[config.mk]
export PLATFORM = sky130hd
export DESIGN_NAME = key_debounce_reader
export DESIGN_NICKNAME = d
export VERILOG_FILES = /design/src/rtl/key_pkg.sv /design/src/rtl/key_sync.sv /design/src/rtl/key_debounce_reader.sv
export SDC_FILE = /design/constraint.sdc
export NUM_CORES = 1
export LEC_CHECK = 0
export CORE_MARGIN = 4
export CORE_UTILIZATION = 53
export CTS_BUF_LIST = sky130_fd_sc_hd__clkbuf_2 sky130_fd_sc_hd__clkbuf_4 sky130_fd_sc_hd__clkbuf_8
export DETAILED_ROUTE_END_ITERATION = 12
export PLACE_DENSITY = 0.73
export SLEW_MARGIN = 20
export SYNTH_ARGS = -nofsm -noshare
export SYNTH_HDL_FRONTEND = slang
export SYNTH_SLANG_ARGS = --single-unit
[constraint.sdc]
create_clock -name clk -period 3.5 [get_ports clk]
set_clock_uncertainty 0.1 [all_clocks]
set_input_delay 0.525 -clock clk [delete_from_list [all_inputs] [get_ports clk]]
set_output_delay 0.525 -clock clk [all_outputs]
set_load 0.02 [all_outputs]
[src/rtl/key_pkg.sv]
// Shared types and constants for the pushbutton debounce reader.
package key_pkg;

    typedef enum logic [1:0] {
        IDLE         = 2'd0,
        PRESS_WAIT   = 2'd1,
        HELD         = 2'd2,
        RELEASE_WAIT = 2'd3
    } key_state_t;

    // Raw key_in level when the button is not pressed.
    localparam logic RELEASED_ACTIVE_LOW  = 1'b1;
    localparam logic RELEASED_ACTIVE_HIGH = 1'b0;

    function automatic logic released_level(input logic active_low);
        return active_low ? RELEASED_ACTIVE_LOW : RELEASED_ACTIVE_HIGH;
    endfunction

endpackage

[src/rtl/key_sync.sv]
// Two-flop synchronizer for the asynchronous key input.
module key_sync #(
    parameter logic RESET_VAL = 1'b0
) (
    input  logic clk,
    input  logic rst,
    input  logic d,
    output logic q
);

    logic meta;

    always_ff @(posedge clk or posedge rst) begin
        if (rst) begin
            meta <= RESET_VAL;
            q    <= RESET_VAL;
        end else begin
            meta <= d;
            q    <= meta;
        end
    end

endmodule

[src/rtl/key_debounce_reader.sv]
// Debounced pushbutton reader: level, press/release pulses, press counter.
// Optional long-press pulse is built when KEY_LONG_PRESS_EN is defined.
module key_debounce_reader
    import key_pkg::*;
#(
    parameter int unsigned DEBOUNCE_CYCLES = 50000,
    parameter int unsigned LONG_CYCLES     = 50000000,
    parameter bit          KEY_ACTIVE_LOW  = 1'b1
) (
    input  logic       clk,
    input  logic       rst,
    input  logic       key_in,
    output logic       key_level,
    output logic       key_press,
    output logic       key_release,
    output logic       key_long,
    output logic [2:0] press_count
);

    localparam int unsigned     DB_W     = $clog2(DEBOUNCE_CYCLES);
    localparam logic            RELEASED = released_level(KEY_ACTIVE_LOW);
    // Transition fires on the sample that brings the count to DEBOUNCE_CYCLES-1.
    localparam logic [DB_W-1:0] DB_LAST  = DB_W'(DEBOUNCE_CYCLES - 2);

    logic            synced;
    logic            pressed;
    key_state_t      state;
    key_state_t      state_nxt;
    logic [DB_W-1:0] db_cnt;
    logic [DB_W-1:0] db_cnt_nxt;
    logic            press_nxt;
    logic            release_nxt;

    key_sync #(
        .RESET_VAL (RESET_VAL_OF(RELEASED))
    ) u_sync (
        .clk (clk),
        .rst (rst),
        .d   (key_in),
        .q   (synced)
    );

    assign pressed = synced ^ RELEASED;

    always_comb begin
        state_nxt   = state;
        db_cnt_nxt  = db_cnt;
        press_nxt   = 1'b0;
        release_nxt = 1'b0;
        unique case (state)
            IDLE: begin
                if (pressed) begin
                    state_nxt  = PRESS_WAIT;
                    db_cnt_nxt = '0;
                end
            end
            PRESS_WAIT: begin
                if (!pressed) begin
                    state_nxt  = IDLE;
                    db_cnt_nxt = '0;
                end else if (db_cnt == DB_LAST) begin
                    state_nxt  = HELD;
                    db_cnt_nxt = '0;
                    press_nxt  = 1'b1;
                end else begin
                    db_cnt_nxt = db_cnt + DB_W'(1);
                end
            end
            HELD: begin
                if (!pressed) begin
                    state_nxt  = RELEASE_WAIT;
                    db_cnt_nxt = '0;
                end
            end
            RELEASE_WAIT: begin
                if (pressed) begin
                    state_nxt  = HELD;
                    db_cnt_nxt = '0;
                end else if (db_cnt == DB_LAST) begin
                    state_nxt   = IDLE;
                    db_cnt_nxt  = '0;
                    release_nxt = 1'b1;
                end else begin
                    db_cnt_nxt = db_cnt + DB_W'(1);
                end
            end
            default: begin
                state_nxt  = IDLE;
                db_cnt_nxt = '0;
            end
        endcase
    end

    always_ff @(posedge clk or posedge rst) begin
        if (rst) begin
            state       <= IDLE;
            db_cnt      <= '0;
            key_level   <= 1'b0;
            key_press   <= 1'b0;
            key_release <= 1'b0;
            press_count <= 3'd0;
        end else begin
            state       <= state_nxt;
            db_cnt      <= db_cnt_nxt;
            key_level   <= (state_nxt == HELD) || (state_nxt == RELEASE_WAIT);
            key_press   <= press_nxt;
            key_release <= release_nxt;
            if (press_nxt) begin
                press_count <= press_count + 3'd1;
            end
        end
    end

`ifdef KEY_LONG_PRESS_EN
    localparam int unsigned     LG_W    = $clog2(LONG_CYCLES);
    localparam logic [LG_W-1:0] LG_LAST = LG_W'(LONG_CYCLES - 1);

    logic [LG_W-1:0] long_cnt;
    logic [LG_W-1:0] long_cnt_nxt;
    logic            long_nxt;

    // Restarts on each accepted press, survives release glitches, saturates.
    always_comb begin
        long_cnt_nxt = long_cnt;
        long_nxt     = 1'b0;
        if (press_nxt) begin
            long_cnt_nxt = '0;
        end else if (((state == HELD) || (state == RELEASE_WAIT)) && (long_cnt != LG_LAST)) begin
            long_cnt_nxt = long_cnt + LG_W'(1);
            long_nxt     = (long_cnt_nxt == LG_LAST);
        end
    end

    always_ff @(posedge clk or posedge rst) begin
        if (rst) begin
            long_cnt <= '0;
            key_long <= 1'b0;
        end else begin
            long_cnt <= long_cnt_nxt;
            key_long <= long_nxt;
        end
    end
`else
    assign key_long = 1'b0;
`endif

    function automatic logic RESET_VAL_OF(input logic lvl);
        return lvl;
    endfunction

endmodule

==> results of run 1 <==
## critical path: stages (launching register included)
cell and delay (ps):
sky130_fd_sc_hd__dfrtp_1 510, sky130_fd_sc_hd__inv_1 90, sky130_fd_sc_hd__ha_1 140, sky130_fd_sc_hd__nor4bb_1 320, sky130_fd_sc_hd__nand4_1 330, sky130_fd_sc_hd__a21oi_1 510
sky130_fd_sc_hd__a21oi_1 80
## synth_stat cells, types with 3 or more instances
master                    number
sky130_fd_sc_hd__or4_1         5
sky130_fd_sc_hd__nor2_1        6
sky130_fd_sc_hd__o21ai_0       8
sky130_fd_sc_hd__inv_1        10
sky130_fd_sc_hd__and4_1        4
sky130_fd_sc_hd__a21oi_1       7
sky130_fd_sc_hd__nand2_1      13
sky130_fd_sc_hd__ha_1          3
sky130_fd_sc_hd__nand4_1       5
sky130_fd_sc_hd__o31ai_1       6
sky130_fd_sc_hd__a31oi_1       3
sky130_fd_sc_hd__or3_1         4
sky130_fd_sc_hd__dfrtp_1      24
sky130_fd_sc_hd__nand3_1      10
## sequential cells by signal, indices dropped and copies added (netlist names)
register	count
key_press	1
db_cnt	16
state	2
press_count	3
key_release	1
key_level	1
u_sync.q	1
u_sync.meta	1
## per-layer routing
| layer | track usage [%] | up-vias |
|---|---|---|
| met5 | 0 | - |
| met4 | 8.940 | 0 |
| met3 | 2.412 | 4 |
| met2 | 25.36 | 22 |
| met1 | 25.39 | 511 |
| li1 | - | 523 |
## report_power, final
part / switching [mW] / leakage, nW / total (mW) / internal (mW)
logic: 0.0183 / 0.233 / 0.0260 / 0.00772
registers: 0.00719 / 0.353 / 0.312 / 0.305
clock network: 0.0880 / 0.0279 / 0.204 / 0.116
## cell usage in the layout (no fill, tap or decap), types with 2 or more instances in the layout
master	Yosys	layout
sky130_fd_sc_hd__and2_1	2	2
sky130_fd_sc_hd__dfrtp_1	24	24
sky130_fd_sc_hd__dfstp_2	2	2
sky130_fd_sc_hd__and4_1	4	4
sky130_fd_sc_hd__o31ai_1	6	6
sky130_fd_sc_hd__or4_1	5	5
sky130_fd_sc_hd__nand3_1	10	10
sky130_fd_sc_hd__clkbuf_4	0	3
sky130_fd_sc_hd__clkdlybuf4s50_1	0	8
sky130_fd_sc_hd__nand2_1	13	13
sky130_fd_sc_hd__xnor2_1	2	2
sky130_fd_sc_hd__nor2_1	6	6
sky130_fd_sc_hd__ha_1	3	3
sky130_fd_sc_hd__a21oi_1	7	7
sky130_fd_sc_hd__nand4_1	5	5
sky130_fd_sc_hd__nor3_1	2	2
sky130_fd_sc_hd__or3_1	4	4
sky130_fd_sc_hd__o21ai_0	8	8
sky130_fd_sc_hd__a31oi_1	3	3
sky130_fd_sc_hd__inv_1	10	10
## area by class of cell
class	count	area [um2]
Clock buffer	3	22.52
Clock inverter	1	30.03
Fill cell	199	964.7
Inverter	10	37.54
Multi-Input combinational cell	98	629.4
Sequential cell	26	653.1
Tap cell	30	37.54
Timing Repair Buffer	8	80.08
## worst min path at each step
| stage | end | startpoint |
|---|---|---|
| 5_1_grt | u_sync.q$_DFF_PP1_ | u_sync.meta$_DFF_PP1_ |
| 4_1_cts | u_sync.q$_DFF_PP1_ | u_sync.meta$_DFF_PP1_ |
| 3_5_place_dp | u_sync.q$_DFF_PP1_ | u_sync.meta$_DFF_PP1_ |
| 3_3_place_gp | u_sync.q$_DFF_PP1_ | u_sync.meta$_DFF_PP1_ |
| 6_report | u_sync.q$_DFF_PP1_ | u_sync.meta$_DFF_PP1_ |
| 2_1_floorplan | u_sync.q$_DFF_PP1_ | u_sync.meta$_DFF_PP1_ |
## stage by stage
stage,area (um2),cells
6_report,1490,176
2_1_floorplan,1351,139
4_1_cts,1490,176
5_1_grt,1490,176
3_3_place_gp,1438,172
3_5_place_dp,1438,172
## kinds of logic (layout without fill, tap and decap cells)
group	Yosys count	after routing	synth area share, %
buf+inv	15	22	5.093
compound gates	30	30	13.89
other cells	1	1	0.2775
simple gates	59	59	25.56
mux	2	2	1.574
flops	26	26	48.33
xor+xnor	3	3	2.501
fa+ha+maj	3	3	2.778
==> run metrics, run 1 <==
outcome complete, no violations; share of the cycle needed by the critical path after routing between 60% and 70%; Cell Area, Synth 1351 um2; Critical R2R Capture db_cnt[14]$_DFFE_PP0P_; highest routing layer actually used met4; Worst Setup Path Type flop to flop; deepest level of the CTS H-tree 1; total number of vias 1060; Final setup violation count 0; transition time of the tightest slew-check pin approximately 950 ps; timing-limited maximum frequency around 0.45 GHz; layout cells sized above 1 under 10%; detailed-route vias per instance 6.023; clock period minus worst slack 2204 ps; final hold viol count 0; Min Hold Slack around 270 ps; most used flip-flop cell after synthesis sky130_fd_sc_hd__dfrtp_1; RSZ-0062 raised after global routing no; die height ~58 um; Max-Slew Margin vs Limit 36.36%; routed metal-1 wirelength ~1200 um; Bufs on Longest Clock Path 2; die footprint approximately 3400 um2; number of cell rows 18; 1st-pass router iterations 4; worst hold path depth 0; TritonCTS Buffers 3; via count of the first global-routing pass roughly 1000; routed length on met2 between 1000 and 1500 um; number of antenna cells inserted 0; Routability Congestion 0.8245; critical path data required time about 3600 ps; least setup slack across all paths after layout around 1300 ps; core area 2455 um2; remaining number of nets flagged by the antenna check after routing 0; Hold WC Path Type flop to flop; static power due to leakage around 0.61 nW; count of clock tree sinks 26; clock tree from TritonCTS yes; post-cts resize count 0; worst reg-to-reg setup slack 1300 ps; number of buffers added to fix hold violations after cts 0; total power divided by cell area 363.8 nW/um2; endpoint of the worst setup timing path db_cnt[14]$_DFFE_PP0P_; synth unique cells 40; root cell of the clock tree sky130_fd_sc_hd__clkbuf_4; IO Port Bufs 8; post-synthesis average cell area just under 10 um2; total routing resource utilization after global routing roughly 17%; Crit Path Max Fanout 9; share of synthesized registers carrying an async set or reset 100.0%; Post-Synthesis Cells ~140; area share of the largest cell type after synthesis around 44%; number of antenna violations at the first check in global routing 0; final count of pins violating max slew 0; dominant cells by area after synthesis sky130_fd_sc_hd__dfrtp_1 44%, sky130_fd_sc_hd__dfstp_2 3.9%, sky130_fd_sc_hd__nand3_1 3.7%; number of max-capacitance violations reported 0; number of warnings issued by yosys 0; # Post-CTS Setup Buffers 0; Ports 10; total power of the final layout approximately 0.54 mW; met3 wire length around 100 um; clock transition time at the flip-flop clock pins of the worst setup and hold paths ~140 ps; DRC violation count after routing 0; worst reg-to-reg path cell count 6; layout overhead on the synthesized area 10.28%; placed wire-length estimate around 1800 um; routed wire length per instance approximately 15 um; worst setup timing slack at the placement stage around 1400 ps; number of register bits inferred by synthesis 26; worst voltage drop across the vdd grid approximately 280 uV; GR Overflow Total 0; final net count ~150; violation count after the first detailed-route iteration 51; CP startpoint kind flop; Yosys top cell by area sky130_fd_sc_hd__dfrtp_1; sequential-to-total area share from yosys stat approximately half; clock network latency to the later pin of the worst-skew pair approximately 320 ps; data arrival time of the critical path about 2300 ps; TNS Setup 0 ps; width of the die roughly 60 um; Critical path origin db_cnt[0]$_DFFE_PP0P_; pin count of the biggest net entering global routing 27; number of enable-type register cells in the synthesized netlist 0; capturing element type of the critical path flop; effective utilization at floorplan a little under three fifths; reg2reg start db_cnt[0]$_DFFE_PP0P_; first-pass GRT wire length 4602 um; syn nets approximately 150; total wire length around 2600 um; final cell utilization of the core 60.70%
No activity file was read; power rests on OpenSTA's default activity.
==> run 2, diff against run 1 <==
--- a/config.mk
+++ b/config.mk
@@ -9,7 +9,7 @@
 export CORE_UTILIZATION = 53
 export CTS_BUF_LIST = sky130_fd_sc_hd__clkbuf_2 sky130_fd_sc_hd__clkbuf_4 sky130_fd_sc_hd__clkbuf_8
 export DETAILED_ROUTE_END_ITERATION = 12
-export PLACE_DENSITY = 0.73
+export PLACE_DENSITY = 0.76
 export SLEW_MARGIN = 20
 export SYNTH_ARGS = -nofsm -noshare
 export SYNTH_HDL_FRONTEND = slang
==> constraint.sdc (replaced) <==
create_clock -name clk -period 1.9 [get_ports clk]
set_clock_uncertainty 0.1 [all_clocks]
set_input_delay 0.285 -clock clk [delete_from_list [all_inputs] [get_ports clk]]
set_output_delay 0.285 -clock clk [all_outputs]
set_load 0.02 [all_outputs]
==> run 2 against run 1 <==
Sequential share of layout area decreased by 3.2 points. Maximum frequency increased by 22%. Flip-flop and latch count unchanged. Cell count increased by 5.7%. Clock-buffer cell count unchanged. Highest routed layer unchanged. Register-to-register slack got worse by 1200 ps. Critical path depth increased by 1. Via count increased by 6.5%. Worst setup slack got worse by 1200 ps. Sequential power increased by 83%. Non-clock buffer count increased by 10. Combinational power increased to 2.6 times the previous value.
==> run metrics, run 2 (same netlist as run 1, synthesis figures left out) <==
outcome complete, no violations; remaining number of nets flagged by the antenna check after routing 0 (unchanged); post-cts resize count 0 (unchanged); GR Overflow Total 0 (unchanged); reg2reg start db_cnt[0]$_DFFE_PP0P_; CP startpoint kind flop; Biggest register db_cnt; max FFs per register 16 (unchanged); 1st-pass router iterations 5 (+1); core area 2455 um2 (unchanged); Worst Setup Path Type flop to flop; static power due to leakage 0.6649 nW (+8.3%); final net count 163 (+6.5%); number of max-capacitance violations reported 0 (unchanged); layout overhead on the synthesized area 18.98%; number of antenna violations at the first check in global routing 0 (unchanged); worst voltage drop across the vdd grid 538.3 uV (+92%); switching pwr 0.2203 mW (+94%); Bufs on Longest Clock Path 2 (unchanged); number of cell rows 18 (unchanged); TritonCTS Buffers 3 (unchanged); pin count of the biggest net entering global routing 27 (unchanged); Routability Congestion 0.8607 (+4.4%); total wire length 2795 um (+8.2%); width of the die 58.50 um (unchanged); TNS Setup 0 ps (unchanged); total number of vias 1129 (+6.5%); total routing resource utilization after global routing 17.30% (-0.18 points); worst reg-to-reg path cell count 7 (+1); die height 58.50 um (unchanged); number of antenna cells inserted 0 (unchanged); die footprint 3422 um2 (unchanged); final instance area 1608 um2 (+7.9%); # Post-CTS Setup Buffers 0 (unchanged); design internal power 0.8004 mW (+87%); worst reg-to-reg setup slack 90 ps (-1200 ps); effective utilization at floorplan 55.05% (unchanged); final cell utilization of the core 65.49% (+4.8 points); capturing element type of the critical path flop; final hold viol count 0 (unchanged); total placed cells including tap cells 182 (+5.8%); number of buffers added to fix hold violations after cts 0 (unchanged); worst setup timing slack at the placement stage 81.52 ps (-1273 ps); root cell of the clock tree sky130_fd_sc_hd__clkbuf_4; most common cell after layout, fill and taps aside sky130_fd_sc_hd__dfrtp_1; Placed Area 1513 um2 (+5.2%); layout cells sized above 1 17.95% (+9.0 points); clock transition time at the flip-flop clock pins of the worst setup and hold paths 150 ps (about the same); registers with the most flip-flops db_cnt x16, press_count x3, state x2; total power divided by cell area 634.8 nW/um2 (+75%); share of the cycle needed by the critical path after routing 95.10% (+32 points); detailed-route vias per instance 6.070 (+0.78%); Hold WC Path Type input pin to asynchronous set/reset pin; timing-limited maximum frequency 0.5535 GHz (+22%); violation count after the first detailed-route iteration 54 (+5.9%); Critical R2R Capture key_level$_DFF_PP0_; clock tree from TritonCTS yes; clock period minus worst slack 1807 ps (-397.2 ps); data arrival time of the critical path 1960 ps (-340 ps); critical path data required time 2050 ps (-1550 ps); Crit Path Max Fanout 4 (-5); clock network latency to the later pin of the worst-skew pair 330 ps (about the same); DRC violation count after routing 0 (unchanged); clock network power share 37.5% (about the same); placed wire-length estimate 2004 um (+9.7%); share of total power in sequential cells 55.9% (-1.7 points); routed wire length per instance 15.03 um (+2.4%); count of clock tree sinks 26 (unchanged); final count of pins violating max slew 0 (unchanged); via count of the first global-routing pass 1021 (-0.39%); deepest level of the CTS H-tree 1 (unchanged); IO Port Bufs 8 (unchanged); part of the power in combinational logic 6.7% (+1.9 points); first-pass GRT wire length 4581 um (-0.46%); least setup slack across all paths after layout 93.18 ps (-1203 ps); Ports 10 (unchanged); switching share of power 21.58% (+0.64 points); commonest cells after routing, fill and taps aside 24 x sky130_fd_sc_hd__dfrtp_1, 13 x sky130_fd_sc_hd__nand2_1, 10 x sky130_fd_sc_hd__inv_1; final std cells w/o fill 186 (+5.7%); Final setup violation count 0 (unchanged)
==> run 2: cell types whose count changed in the layout (fill, tap and decap cells not counted), sizes merged <==
| cell | before | now |
|---|---|---|
| buf | 0 | 10 |
==> run 2: worst max-delay path, stage by stage (launching register included) <==
cell                       delay (ps)
sky130_fd_sc_hd__dfrtp_1          410
sky130_fd_sc_hd__inv_1             60
sky130_fd_sc_hd__ha_1             150
sky130_fd_sc_hd__nor4bb_4         290
sky130_fd_sc_hd__and4_1           270
sky130_fd_sc_hd__buf_4            140
sky130_fd_sc_hd__nand2_1           90
sky130_fd_sc_hd__o21ai_0          220
==> run 2: stage by stage <==
step / power, mW / hold WS [ps]
final: 1.021 / 189.1
after global routing: 1.060 / 216.4
after CTS: 1.028 / 195.8
after detailed placement: 0.6446 / 253.4
after global placement: 0.6416 / 247.8
after floorplan: 0.6205 / 189.5
==> run 2: how the worst max path moves through the flow <==
| stage | start | end | depth (start not counted) | slack (ps) |
|---|---|---|---|---|
| after detailed placement | db_cnt[0]$_DFFE_PP0P_ | press_count[0]$_DFFE_PP0P_ | 7 | 80 |
| after CTS | db_cnt[0]$_DFFE_PP0P_ | press_count[0]$_DFFE_PP0P_ | 7 | 40 |
| after floorplan | db_cnt[0]$_DFFE_PP0P_ | press_count[1]$_DFFE_PP0P_ | 6 | 3 |
| after global routing | db_cnt[0]$_DFFE_PP0P_ | state[1]$_DFF_PP0_ | 6 | -4 |
| after global placement | db_cnt[0]$_DFFE_PP0P_ | press_count[1]$_DFFE_PP0P_ | 6 | 120 |
| final | db_cnt[0]$_DFFE_PP0P_ | key_level$_DFF_PP0_ | 7 | 90 |
==> run 2: routing by layer <==
metal	vias to the layer above	share of wire (%)	GRT usage, %
met3	2	2.5	1.974
met5	-	0	0
met4	0	1.1	6.954
met2	17	50	27.59
met1	571	46	24.01
li1	539	-	-
==> run 2: power groups by stage <==
stage / sequential (mW) / clock (mW) / combinational (mW)
floorplan: 0.581 / 0 / 0.0393
global placement: 0.578 / 0 / 0.0631
detailed placement: 0.579 / 0 / 0.0653
CTS: 0.569 / 0.394 / 0.0654
global route: 0.572 / 0.412 / 0.0758
finish: 0.570 / 0.382 / 0.0684
==> run 2: area by class of cell <==
| class | instances | area (um2) |
|---|---|---|
| Timing Repair Buffer | 18 | 158.9 |
| Fill cell | 194 | 847.1 |
| Tap cell | 30 | 37.54 |
| Clock buffer | 3 | 22.52 |
| Sequential cell | 26 | 653.1 |
| Multi-Input combinational cell | 98 | 668.1 |
| Inverter | 10 | 37.54 |
| Clock inverter | 1 | 30.03 |
==> run 3, diff against run 2 <==
--- a/config.mk
+++ b/config.mk
@@ -14,3 +14,4 @@
 export SYNTH_ARGS = -nofsm -noshare
 export SYNTH_HDL_FRONTEND = slang
 export SYNTH_SLANG_ARGS = --single-unit
+export TNS_END_PERCENT = 10
==> run 3 against run 2 <==
Register-to-register slack is essentially flat. Global-route usage is the same. Combinational power shrank 0.9%. Highest routed layer unchanged. Die area is the same. Worst setup slack gained 12 ps. Maximum frequency grew 0.68%. Non-clock buffer count is the same. Wire length grew 0.25%. Cell count is the same. Largest cell class unchanged. Critical endpoint is now db_cnt[8]$_DFFE_PP0P_. Flip-flop and latch count is the same. Sequential share of layout area grew 0.13 points.
==> run metrics, run 3 (same netlist as run 1, synthesis figures left out) <==
outcome complete, no violations; critical path's top delay family simple AND/OR/NAND/NOR gates; routed wire length per instance 15.06 um (+0.25%); registers with the most flip-flops db_cnt x16, press_count x3, state x2; die height 58.50 um (unchanged); met2 Use GR 27.59% (unchanged); static power due to leakage 0.6648 nW (about the same); layout overhead on the synthesized area 18.61%; Routability Congestion 0.8607 (unchanged); clock transition time at the flip-flop clock pins of the worst setup and hold paths 150 ps (about the same); total power of the final layout 1.024 mW (+0.32%); clock tree from TritonCTS yes; max FFs per register 16 (unchanged); Worst Setup Path Type flop to flop; placed wire-length estimate 2004 um (unchanged); Bufs on Longest Clock Path 2 (unchanged); via count of the first global-routing pass 1021 (unchanged); total power divided by cell area 638.8 nW/um2 (+0.63%); switching share of power 21.82% (+0.24 points); clock network latency to the later pin of the worst-skew pair 330 ps (about the same); delay of the slowest cell on the worst path 410 ps (about the same); number of antenna cells inserted 0 (unchanged); die footprint 3422 um2 (unchanged); Crit Path Max Fanout 5 (+1); total routing resource utilization after global routing 17.30% (unchanged); number of cell rows 18 (unchanged); violation count after the first detailed-route iteration 60 (+11%); commonest cells after routing, fill and taps aside 24 x sky130_fd_sc_hd__dfrtp_1, 13 x sky130_fd_sc_hd__nand2_1, 10 x sky130_fd_sc_hd__inv_1, 10 x sky130_fd_sc_hd__nand3_1, 9 x sky130_fd_sc_hd__buf_4; timing-limited maximum frequency 0.5572 GHz (+0.68%); final cell utilization of the core 65.29% (-0.20 points); core area 2455 um2 (unchanged); IO Port Bufs 8 (unchanged); number of max-capacitance violations reported 0 (unchanged); capturing element type of the critical path flop; count of clock tree sinks 26 (unchanged); Ports 10 (unchanged); final net count 163 (unchanged); deepest level of the CTS H-tree 1 (unchanged); total wire length 2802 um (+0.25%); global routing met3 resource utilization 1.974% (unchanged); effective utilization at floorplan 55.05% (unchanged); share of the cycle needed by the critical path after routing 94.45% (-0.64 points); layout cells sized above 1 17.31% (-0.64 points); design internal power 0.8004 mW (about the same); most common cell after layout, fill and taps aside sky130_fd_sc_hd__dfrtp_1; fill cell total of the finished layout 197 (+1.5%); 1st-pass router iterations 4 (-1); first-pass GRT wire length 4581 um (unchanged); root cell of the clock tree sky130_fd_sc_hd__clkbuf_4; critical path data required time 2020 ps (-30 ps); CP startpoint kind flop; DRC violation count after routing 0 (unchanged); cell with the largest stage delay on the worst path sky130_fd_sc_hd__dfrtp_1; final count of pins violating max slew 0 (unchanged); Hold WC Path Type input pin to asynchronous set/reset pin; cell-by-cell listing of the critical path inv_1 > ha_1 > nor4bb_4 > nand4_1 > buf_6 > a31oi_1 > o22ai_1; share of total power in sequential cells 55.7% (-0.2 points); GR Overflow Total 0 (unchanged); clock period minus worst slack 1795 ps (-12.23 ps); worst voltage drop across the vdd grid 534.6 uV (-0.68%); Final setup violation count 0 (unchanged); detailed-route vias per instance 6.032 (-0.62%); Biggest register db_cnt; pin count of the biggest net entering global routing 27 (unchanged); width of the die 58.50 um (unchanged); TritonCTS Buffers 3 (unchanged); final hold viol count 0 (unchanged); RSZ-0062 raised after global routing yes; combined buffer and inverter count along the critical path 2 (unchanged); data arrival time of the critical path 1910 ps (-50 ps); global routing met1 resource utilization 24.01% (unchanged); number of antenna violations at the first check in global routing 0 (unchanged); peak-usage layer in the global routing report met2; remaining number of nets flagged by the antenna check after routing 0 (unchanged); total number of vias 1122 (-0.62%); switching pwr 0.2235 mW (+1.5%); clock network power share 37.7% (+0.2 points); part of the power in combinational logic 6.6% (about the same)
run 3: cell types whose count changed in the layout (fill, tap and decap cells not counted):
| cell | previous run | this run |
|---|---|---|
| sky130_fd_sc_hd__nand3_2 | 1 | 0 |
| sky130_fd_sc_hd__nand3_1 | 9 | 10 |
run 3: routing by layer:
layer | vias to the layer above | routed length, um
met1 | 563 | 1275
met4 | 0 | 32
met2 | 19 | 1415
li1 | 538 | -
met5 | - | 0
met3 | 2 | 79
run 3: tightest hold or removal path, cell delays in order:
cell and delay [ps]:
sky130_fd_sc_hd__clkdlybuf4s50_1 390, sky130_fd_sc_hd__inv_1 50, sky130_fd_sc_hd__buf_4 310
run 3: worst paths after layout:
| check | startpoint | end | slack [ps] | depth (start not counted) |
|---|---|---|---|---|
| setup / recovery | db_cnt[0]$_DFFE_PP0P_ | db_cnt[8]$_DFFE_PP0P_ | 110 | 7 |
| hold / removal | rst | state[0]$_DFF_PP0_ | 180 | 3 |
| setup reg to reg | db_cnt[0]$_DFFE_PP0P_ | db_cnt[8]$_DFFE_PP0P_ | 110 | 7 |
| hold reg to reg | u_sync.meta$_DFF_PP1_ | u_sync.q$_DFF_PP1_ | 270 | 0 |
| max in group asynchronous | rst | u_sync.meta$_DFF_PP1_ | 1230 | 3 |
| min in group clk | key_in | u_sync.meta$_DFF_PP1_ | 250 | 1 |
run 3: repair_timing:
item / 4_1_cts / 5_1_grt
endpoints found under the setup margin: 0 / 16
gates resized for setup: 0 / 7
hold buffers: 0 / 0
setup buffers: 0 / 0
hold endpoints to repair: 0 / 0
run 3: per-stage QoR:
step | hold WS (ps) | area, um2 | TNS, ps | setup slack, ps | instances
finish | 183.7 | 1603 | 0 | 105.4 | 186
floorplan | 189.5 | 1351 | 0 | 2.962 | 139
global route | 216.4 | 1603 | -6.609 | -3.727 | 186
CTS | 195.8 | 1565 | 0 | 39.03 | 186
detailed placement | 253.4 | 1513 | 0 | 81.52 | 182
global placement | 247.8 | 1513 | 0 | 118.6 | 182
run 3: cell type report:
| class | count | area, um2 | area share [%] |
|---|---|---|---|
| Timing Repair Buffer | 18 | 158.9 | 9.914 |
| Tap cell | 30 | 37.54 | 2.342 |
| Sequential cell | 26 | 653.1 | 40.75 |
| Multi-Input combinational cell | 98 | 663.1 | 41.37 |
| Clock inverter | 1 | 30.03 | 1.874 |
| Clock buffer | 3 | 22.52 | 1.405 |
| Inverter | 10 | 37.54 | 2.342 |
run 3: power by group through the flow:
stage               logic, mW  registers [mW]  clock network [mW]
global route           0.0756           0.572               0.412
CTS                    0.0654           0.569               0.394
floorplan              0.0393           0.581                   0
finish                 0.0678           0.570               0.386
detailed placement     0.0653           0.579                   0
global placement       0.0631           0.578                   0
